`src/rtl/fetch_queue_if.sv`:
```
// Bus types and the handshake interface between the fetch queue,
// the instruction bus and decode.
package fetch_queue_pkg;

    typedef struct packed {
        logic        valid;
        logic [63:0] addr;
    } ibus_req_t;

    typedef struct packed {
        logic        data_ok;
        logic [31:0] data;
    } ibus_resp_t;

endpackage

interface fetch_queue_if;
    import fetch_queue_pkg::*;

    ibus_req_t   ireq;
    ibus_resp_t  iresp;
    logic        redirect_valid;
    logic [63:0] redirect_pc;
    logic        out_valid;
    logic [63:0] out_pc;
    logic [31:0] out_instr;
    logic        out_ready;

    // Fetch-queue side
    modport master (
        output ireq, out_valid, out_pc, out_instr,
        input  iresp, redirect_valid, redirect_pc, out_ready
    );

    // Bus / pipeline side
    modport slave (
        input  ireq, out_valid, out_pc, out_instr,
        output iresp, redirect_valid, redirect_pc, out_ready
    );
endinterface

```
`src/rtl/fetch_queue.sv`:
```
// Instruction-fetch front end: owns the fetch PC, keeps at most one ibus
// request outstanding and buffers fetched {pc, instr} pairs in a small FIFO
// that decode drains with valid/ready. A redirect flushes the FIFO; a
// request that was already on the bus is allowed to complete and its
// response is thrown away (DRAIN).
module fetch_queue
    import fetch_queue_pkg::*;
#(
    parameter int          DEPTH    = 4,
    parameter logic [63:0] PC_RESET = 64'h0000_0000_8000_0000,
    parameter int          CNT_W    = $clog2(DEPTH + 1)
) (
    input  logic             clk,
    input  logic             reset,
    fetch_queue_if.master    bus,
    output logic [CNT_W-1:0] count
);

    localparam int PTR_W = $clog2(DEPTH);

    typedef enum logic [1:0] {IDLE, REQ, DRAIN} state_t;

    state_t             state_q, state_d;
    logic [63:0]        fpc_q, fpc_d;
    logic [63:0]        drain_addr_q, drain_addr_d;
    logic [CNT_W-1:0]   count_q, count_d;
    logic [PTR_W-1:0]   head_q, head_d;
    logic [PTR_W-1:0]   tail_q, tail_d;

    logic [63:0]        entry_pc_q    [DEPTH];
    logic [31:0]        entry_instr_q [DEPTH];

    logic               out_valid_w;
    logic               pop;
    logic               push;
    logic               flush;
    logic [63:0]        rpc_aligned;
    logic [CNT_W-1:0]   count_push;
    ibus_req_t          ireq_w;

    assign out_valid_w = (count_q != '0);
    // Redirect wins over a pop in the same cycle.
    assign pop         = out_valid_w && bus.out_ready && !bus.redirect_valid;
    assign rpc_aligned = bus.redirect_pc & ~64'h3;
    // Occupancy after a push in a cycle that may also pop.
    assign count_push  = count_q + CNT_W'(1) - CNT_W'(pop);

    // Next-state, fetch PC and FIFO pointer computation.
    always_comb begin
        state_d      = state_q;
        fpc_d        = fpc_q;
        drain_addr_d = drain_addr_q;
        count_d      = count_q;
        head_d       = head_q;
        tail_d       = tail_q;
        push         = 1'b0;
        flush        = 1'b0;

        unique case (state_q)
            IDLE: begin
                if (bus.redirect_valid) begin
                    fpc_d = rpc_aligned;
                    flush = 1'b1;
                end else if (count_q < CNT_W'(DEPTH)) begin
                    state_d = REQ;
                end
            end
            REQ: begin
                if (bus.redirect_valid) begin
                    flush = 1'b1;
                    fpc_d = rpc_aligned;
                    if (!bus.iresp.data_ok) begin
                        // The old request stays on the bus until it answers.
                        drain_addr_d = fpc_q;
                        state_d      = DRAIN;
                    end
                end else if (bus.iresp.data_ok) begin
                    push  = 1'b1;
                    fpc_d = fpc_q + 64'd4;
                    // Only ask again if the slot for the answer is guaranteed.
                    state_d = (count_push < CNT_W'(DEPTH)) ? REQ : IDLE;
                end
            end
            DRAIN: begin
                if (bus.redirect_valid) begin
                    fpc_d = rpc_aligned;
                    flush = 1'b1;
                end
                if (bus.iresp.data_ok) begin
                    state_d = REQ;
                end
            end
            default: state_d = IDLE;
        endcase

        if (flush) begin
            count_d = '0;
            head_d  = '0;
            tail_d  = '0;
        end else begin
            if (push) tail_d = tail_q + PTR_W'(1);
            if (pop)  head_d = head_q + PTR_W'(1);
            count_d = count_q + CNT_W'(push) - CNT_W'(pop);
        end
    end

    // Control state with synchronous active-low reset.
    always_ff @(posedge clk) begin
        if (!reset) begin
            state_q      <= IDLE;
            fpc_q        <= PC_RESET;
            drain_addr_q <= '0;
            count_q      <= '0;
            head_q       <= '0;
            tail_q       <= '0;
        end else begin
            state_q      <= state_d;
            fpc_q        <= fpc_d;
            drain_addr_q <= drain_addr_d;
            count_q      <= count_d;
            head_q       <= head_d;
            tail_q       <= tail_d;
        end
    end

    // FIFO storage; contents need no reset since count gates visibility.
    always_ff @(posedge clk) begin
        if (push) begin
            entry_pc_q[tail_q]    <= fpc_q;
            entry_instr_q[tail_q] <= bus.iresp.data;
        end
    end

    // Bus request and decode-side outputs, all taken from registered state.
    always_comb begin
        ireq_w.valid = (state_q == REQ) || (state_q == DRAIN);
        ireq_w.addr  = (state_q == DRAIN) ? drain_addr_q : fpc_q;
    end

    assign bus.ireq      = ireq_w;
    assign bus.out_valid = out_valid_w;
    assign bus.out_pc    = entry_pc_q[head_q];
    assign bus.out_instr = entry_instr_q[head_q];
    assign count         = count_q;

endmodule

```
`src/flat_wrapper.sv`:
```
// flat-port wrapper written by rule: the top's interface ports become plain ports
module fetch_queue_flat import fetch_queue_pkg::*;
#(
    parameter int          DEPTH    = 4,
    parameter logic [63:0] PC_RESET = 64'h0000_0000_8000_0000,
    parameter int          CNT_W    = $clog2(DEPTH + 1)
)
  (clk, reset, count, bus_ireq, bus_out_valid, bus_out_pc, bus_out_instr, bus_iresp, bus_redirect_valid, bus_redirect_pc, bus_out_ready);
  fetch_queue_if bus_i ();
  input  logic clk;
  input  logic reset;
  output logic [CNT_W-1:0] count;
  output wire logic [$bits(bus_i.ireq)-1:0] bus_ireq;
  output wire logic [$bits(bus_i.out_valid)-1:0] bus_out_valid;
  output wire logic [$bits(bus_i.out_pc)-1:0] bus_out_pc;
  output wire logic [$bits(bus_i.out_instr)-1:0] bus_out_instr;
  input wire logic [$bits(bus_i.iresp)-1:0] bus_iresp;
  input wire logic [$bits(bus_i.redirect_valid)-1:0] bus_redirect_valid;
  input wire logic [$bits(bus_i.redirect_pc)-1:0] bus_redirect_pc;
  input wire logic [$bits(bus_i.out_ready)-1:0] bus_out_ready;
  assign bus_ireq = bus_i.ireq;
  assign bus_out_valid = bus_i.out_valid;
  assign bus_out_pc = bus_i.out_pc;
  assign bus_out_instr = bus_i.out_instr;
  assign bus_i.iresp = bus_iresp;
  assign bus_i.redirect_valid = bus_redirect_valid;
  assign bus_i.redirect_pc = bus_redirect_pc;
  assign bus_i.out_ready = bus_out_ready;
  fetch_queue #(.DEPTH(DEPTH), .PC_RESET(PC_RESET), .CNT_W(CNT_W)) u_core (.clk(clk), .reset(reset), .bus(bus_i), .count(count));
endmodule
```
`config.mk`:
```
export PLATFORM = sky130hd
export DESIGN_NAME = fetch_queue_flat
export DESIGN_NICKNAME = d
export VERILOG_FILES = /design/src/rtl/fetch_queue_if.sv /design/src/rtl/fetch_queue.sv /design/src/flat_wrapper.sv
export SDC_FILE = /design/constraint.sdc
export NUM_CORES = 1
export LEC_CHECK = 0
export BUFFER_PORTS_ARGS = -buffer_cell sky130_fd_sc_hd__buf_2
export CAP_MARGIN = 5
export CORE_MARGIN = 1
export CORE_UTILIZATION = 60
export CTS_BUF_LIST = sky130_fd_sc_hd__clkbuf_8
export CTS_CLUSTER_DIAMETER = 30
export CTS_CLUSTER_SIZE = 10
export DETAILED_ROUTE_END_ITERATION = 6
export HOLD_SLACK_MARGIN = 0.08
export PLACE_DENSITY_LB_ADDON = 0.05
export SYNTH_ARGS = -nofsm -noshare
export SYNTH_HDL_FRONTEND = slang
export SYNTH_SLANG_ARGS = --single-unit
```
`constraint.sdc`:
```
create_clock -name clk -period 5.5 [get_ports clk]
set_clock_uncertainty 0.15 [all_clocks]
set_input_delay 1.1 -clock clk [delete_from_list [all_inputs] [get_ports clk]]
set_output_delay 1.1 -clock clk [all_outputs]
set_load 0.005 [all_outputs]
```
==> Word-level counts from Yosys, hierarchy flattened <==
Memory sizes are Yosys's and may differ from the RTL's. A register that Yosys moved wholly into a read port is not among the register bits.
Index checks and enable logic that the tools add are counted.
{ "op_classes": {"n_reduce_logical": 13, "n_eq_ne": 8, "n_lt_le_gt_ge": 2, "n_mux": 24, "bitwise_logic": 2, "n_addsub": 7} }
{ "op_table": {"columns": ["operator", "n"], "rows": [
  ["$mux W64", 4],
  ["$pmux W64 S2", 1],
  ["$add A64 B3 Y64 const B", 1],
  ["$mux W2", 10],
  ["$mux W1", 8],
  ["$lt A3 B3 Y1 const B", 2],
  ["$ne A3 B3 Y1 const B", 2],
  ["$pmux W2 S3", 1],
  ["$reduce_and A3 Y1", 2],
  ["$sub A3 B1 Y3", 2],
  ["$reduce_and A5 Y1", 1],
  ["$add A2 B1 Y2 const B", 2],
  ["$ne A2 B1 Y1 const B", 2],
  ["$ne A2 B2 Y1 const B", 2],
  ["$reduce_or A2 Y1", 2],
  ["$add A3 B1 Y3", 1],
  ["$add A3 B1 Y3 const B", 1],
  ["$reduce_bool A3 Y1", 1],
  ["$reduce_or A3 Y1", 1],
  ["$eq A2 B1 Y1 const B", 1],
  ["$eq A2 B2 Y1 const B", 1],
  ["$logic_and A1 B1 Y1", 2],
  ["$logic_not A2 Y1", 1],
  ["$not A1 Y1", 2],
  ["3 further kinds", 3]
]} }
{ "word_totals": {"out_inout_bits": 165, "ramBits": 384, "mem_count": 2, "in_bits": 101, "elab_cells": 64, "ff_bits": 137} }
{ "mem_list": {"columns": ["name", "words", "word_bits", "rd", "rd_clocked_by_memory_dff", "write_ports", "line_no", "source"], "rows": [
  ["u_core.entry_pc_q", 4, 64, 1, 1, 1, "fetch_queue.sv:30", "logic [63:0] entry_pc_q [DEPTH];"],
  ["u_core.entry_instr_q", 4, 32, 1, 1, 1, "fetch_queue.sv:31", "logic [31:0] entry_instr_q [DEPTH];"]
]} }

==> Logic depth before layout (Yosys ltp) <==
{ "depth": {"depth_word": 9, "depth_mapped": 12, "mapped_depth_nobuf": 10} }

==> Worst setup path before layout <==
OpenSTA, ideal clock, no wires.
{ "synth_timing": {"path_kind": "input -> register", "from": "input bus_redirect_valid", "to": "memory u_core.entry_instr_q[1][0] (enable)", "cell_stages": 5, "arrival_ns": 3.999, "path_buffers": 2, "path_slack_ns": 0.888, "setup_ns": 0.463, "required_ns": 4.887, "path_cell_list": "clkbuf_1 -> inv_1 -> and3_1 -> clkbuf_1 -> and2_1"} }
{ "synth_via": {"elab_chain_len": 4} }
{ "synth_rtl": {"columns": ["item", "line_no", "source"], "rows": [
  ["start: declaration", "flat_wrapper.sv:18", "input wire logic [$bits(bus_i.redirect_valid)-1:0] bus_redirect_valid;"],
  ["$mux W1", "fetch_queue.sv:69", "if (bus.redirect_valid) begin"],
  ["$mux W1", "fetch_queue.sv:59", "unique case (state_q)"],
  ["net u_core.push", "fetch_queue.sv:35", "logic push;"],
  ["$mux W1", "fetch_queue.sv:128", "if (push) begin"],
  ["$mux W1 (not written as such)", "fetch_queue.sv:130", "entry_instr_q[tail_q] <= bus.iresp.data;"],
  ["end: declaration", "fetch_queue.sv:31", null]
]} }
The timed path passes the listed nets, and every way through them passes these cells.

==> impl_metrics.tcl <==
set metrics [dict create \
    status "completed" \
    seq_power_share_pct 46.1 \
    wl_met2_um 23920 \
    rows 68 \
    design_area_um2 25170 \
    finalSetupViolations 0 \
    r2r_start "u_core.fpc_q[2]" \
    startpoint_type "flip-flop" \
    fin_crit_ns 4.028 \
    synth_edf_count 376 \
    r2r_cells 7 \
    synth_cell_types 66 \
    wl_met1_um 20800 \
    synth.top_cell.area_share_pct 53.52 \
    port_buffers 259 \
    gp_congestion 0.8798 \
    postCtsResizedCells 0 \
    die_area_um2 35920 \
    grt_max_degree 72 \
    synth_commonest_cells "edfxtp_1 (376), nand2_1 (198), dfxtp_1 (135)" \
    min-delay-start "u_core.drain_addr_q[2]" \
    swShare_pct 24.43 \
    hold_path_end "u_core.drain_addr_q[2]" \
    synthArstFlopShare_pct 0 \
    detail_route.wl_per_cell_um 22.04 \
    cp.required_ns 4.25 \
    tightest_slew_ns 1.145 \
    overflow 0 \
    ys.flop_type "edfxtp_1" \
    syn-instance-count 1485 \
    die_w_um 189.5 \
    utilization_pct 72.87 \
    htree_levels 3 \
    timing.final.crit_share_pct 73.24 \
    internal-power_mw 7.448 \
    grt_pass1_wl_um 76100 \
    synthesis.area_um2 21100 \
    antenna_found_initial 1 \
    synth.ff_latch_count 511 \
    root_buffer "clkbuf_8" \
    met3_length_um 4394 \
    nets 1871 \
    cp.arrival_ns 2.78 \
    post_cts.repair.setup_buffers 0 \
    yosys.area.top_type "edfxtp_1" \
    die_h_um 189.5 \
    rsz0062_at_grt "false" \
    hp-class "flip-flop to flip-flop" \
    drc_errors 0 \
    synthToLayoutAreaGrowth_pct 19.32 \
    yosysWarnings 0 \
    finalSetupTns_ns 0 \
    p_clk_share_pct 45.1 \
    critPathMaxFanout 42 \
    routed.top_layer "met4" \
    initial_core_util_pct 61.08 \
    drtIter0Drc 1170 \
    grt_usage_pct 28.18 \
    critPathKind "flip-flop to primary output" \
    fmax_ghz 0.2483 \
    p_leak_nw 8.803 \
    hpwl_um 30980 \
    clk_latency_ns 0.64 \
    grt_pass1_vias 13476 \
    ir_worst_vdd_mv 0.2695 \
    place_area_um2 22780 \
    drive_gt1_share_pct 34.08 \
    clkSinkCount 511 \
    cts_buffer_depth 3 \
    viasPerCell 6.094 \
    avgSynthCellArea_um2 14.21 \
    yosysMostFrequentCell "edfxtp_1" \
    ant_nets 0 \
    cts_hold_buf 0 \
    cts_tree "done" \
    maxSlewViolCount 0 \
    synth_seq_area_share_pct 66.33 \
    drtPass1Iterations 5 \
    routed_wl_um 50570 \
    path_clk_slew_ns 0.05 \
    cap_violations 0 \
    ios 266 \
    core_um2 34540 \
    combPwrFrac_pct 8.8 \
    hold_path_depth 2 \
    vias 13979 \
    power.density_nw_per_um2 391.6 \
    power_switching_mw 2.408 \
    critPathCaptureType "primary output" \
    worst_r2r_endpoint "u_core.fpc_q[60]" \
    reg2reg_slack_ns 1.66 \
    cts_inserted_buffers 96 \
    slew_headroom_pct 22.98 \
    ys_top_cells_by_area "edfxtp_1 (54%), dfxtp_1 (13%), mux4_2 (10%)" \
    final-hold-violation-count 0 \
]
## power groups by stage
stage | registers, mW | clock network [mW] | logic [mW]
after floorplan | 4.51 | 0 | 0.579
after global placement | 4.60 | 0 | 0.844
after detailed placement | 4.62 | 0 | 0.858
after CTS | 4.54 | 4.50 | 0.864
after global routing | 4.56 | 4.67 | 0.937
final | 4.54 | 4.44 | 0.869
## placed cells by master, fill, tap and decap left out, types with 12 or more instances in the layout
| cell | count |
|---|---|
| o21ai_0 | 36 |
| a22oi_1 | 14 |
| nand3_1 | 38 |
| and3_1 | 18 |
| a21oi_1 | 116 |
| buf_2 | 259 |
| inv_1 | 26 |
| nand2_1 | 198 |
| buf_4 | 19 |
| nor3_1 | 17 |
| bufinv_16 | 21 |
| a31oi_1 | 14 |
| mux4_2 | 94 |
| edfxtp_1 | 376 |
| clkinvlp_4 | 13 |
| nor2_1 | 57 |
| dfxtp_1 | 133 |
| mux2_2 | 61 |
| nor4_1 | 14 |
| o22ai_1 | 12 |
| nand4_1 | 15 |
| clkbuf_8 | 103 |
## registers in the layout (all words and copies together), names as in the netlist, named ones only
| register | cells |
|---|---|
| u_core.entry_pc_q | 248 |
| u_core.tail_q | 2 |
| u_core.entry_instr_q | 128 |
| u_core.fpc_q | 62 |
| u_core.head_q | 2 |
| u_core.count | 3 |
| u_core.drain_addr_q | 62 |
| u_core.state_q | 2 |
## final cells by class
class | count | area (µm²)
Fill cell | 2297 | 9370
Clock inverter | 75 | 972.2
Antenna cell | 2 | 5.005
Timing Repair Buffer | 282 | 1519
Clock buffer | 103 | 1418
Sequential cell | 511 | 14000
Inverter | 17 | 65.06
Tap cell | 455 | 569.3
Multi-Input combinational cell | 849 | 6624
## worst max path at each step
stage,start,end,cells past startpoint
after floorplan,bus_redirect_valid,u_core.entry_instr_q[1][0],5
after global placement,bus_redirect_valid,u_core.fpc_q[34],6
after detailed placement,bus_redirect_valid,u_core.fpc_q[34],6
after CTS,flip-flop,bus_out_pc[20],3
after global routing,flip-flop,bus_out_pc[20],3
final,flip-flop,bus_out_pc[20],3
## stage by stage
stage | setup slack, ns | std cells | hold slack [ns] | power (mW)
2_1_floorplan | 0.8881 | 1488 | 0.2829 | 5.086
3_3_place_gp | 1.818 | 2114 | 0.2881 | 5.445
5_1_grt | 1.267 | 2292 | 0.3185 | 10.17
4_1_cts | 1.330 | 2292 | 0.3041 | 9.896
6_report | 1.472 | 2294 | 0.3028 | 9.857
3_5_place_dp | 1.809 | 2114 | 0.2934 | 5.476
## per-layer routing
metal,vias up,global-route usage [%]
met3,96,6.450
met1,6923,38.78
met4,0,11.35
li1,6282,-
met2,678,43.76
met5,-,0
## logic make-up (layout without fill, tap and decap cells)
group / after synthesis / count (layout) / share of synthesized area (%)
xor+xnor: 7 / 7 / 0.2906
fa+ha+maj: 13 / 13 / 0.8065
compound gates: 252 / 252 / 7.330
simple gates: 411 / 411 / 9.086
mux: 162 / 162 / 13.62
buf+inv: 128 / 477 / 2.520
other cells: 1 / 6 / 0.01777
flops: 511 / 511 / 66.33
## worst max-delay path: stages, from the launching register on
cell and delay, ns:
dfxtp_4 0.89, buf_4 0.46, mux4_2 0.58, buf_2 0.15
Power figures use the tool's default switching activity.
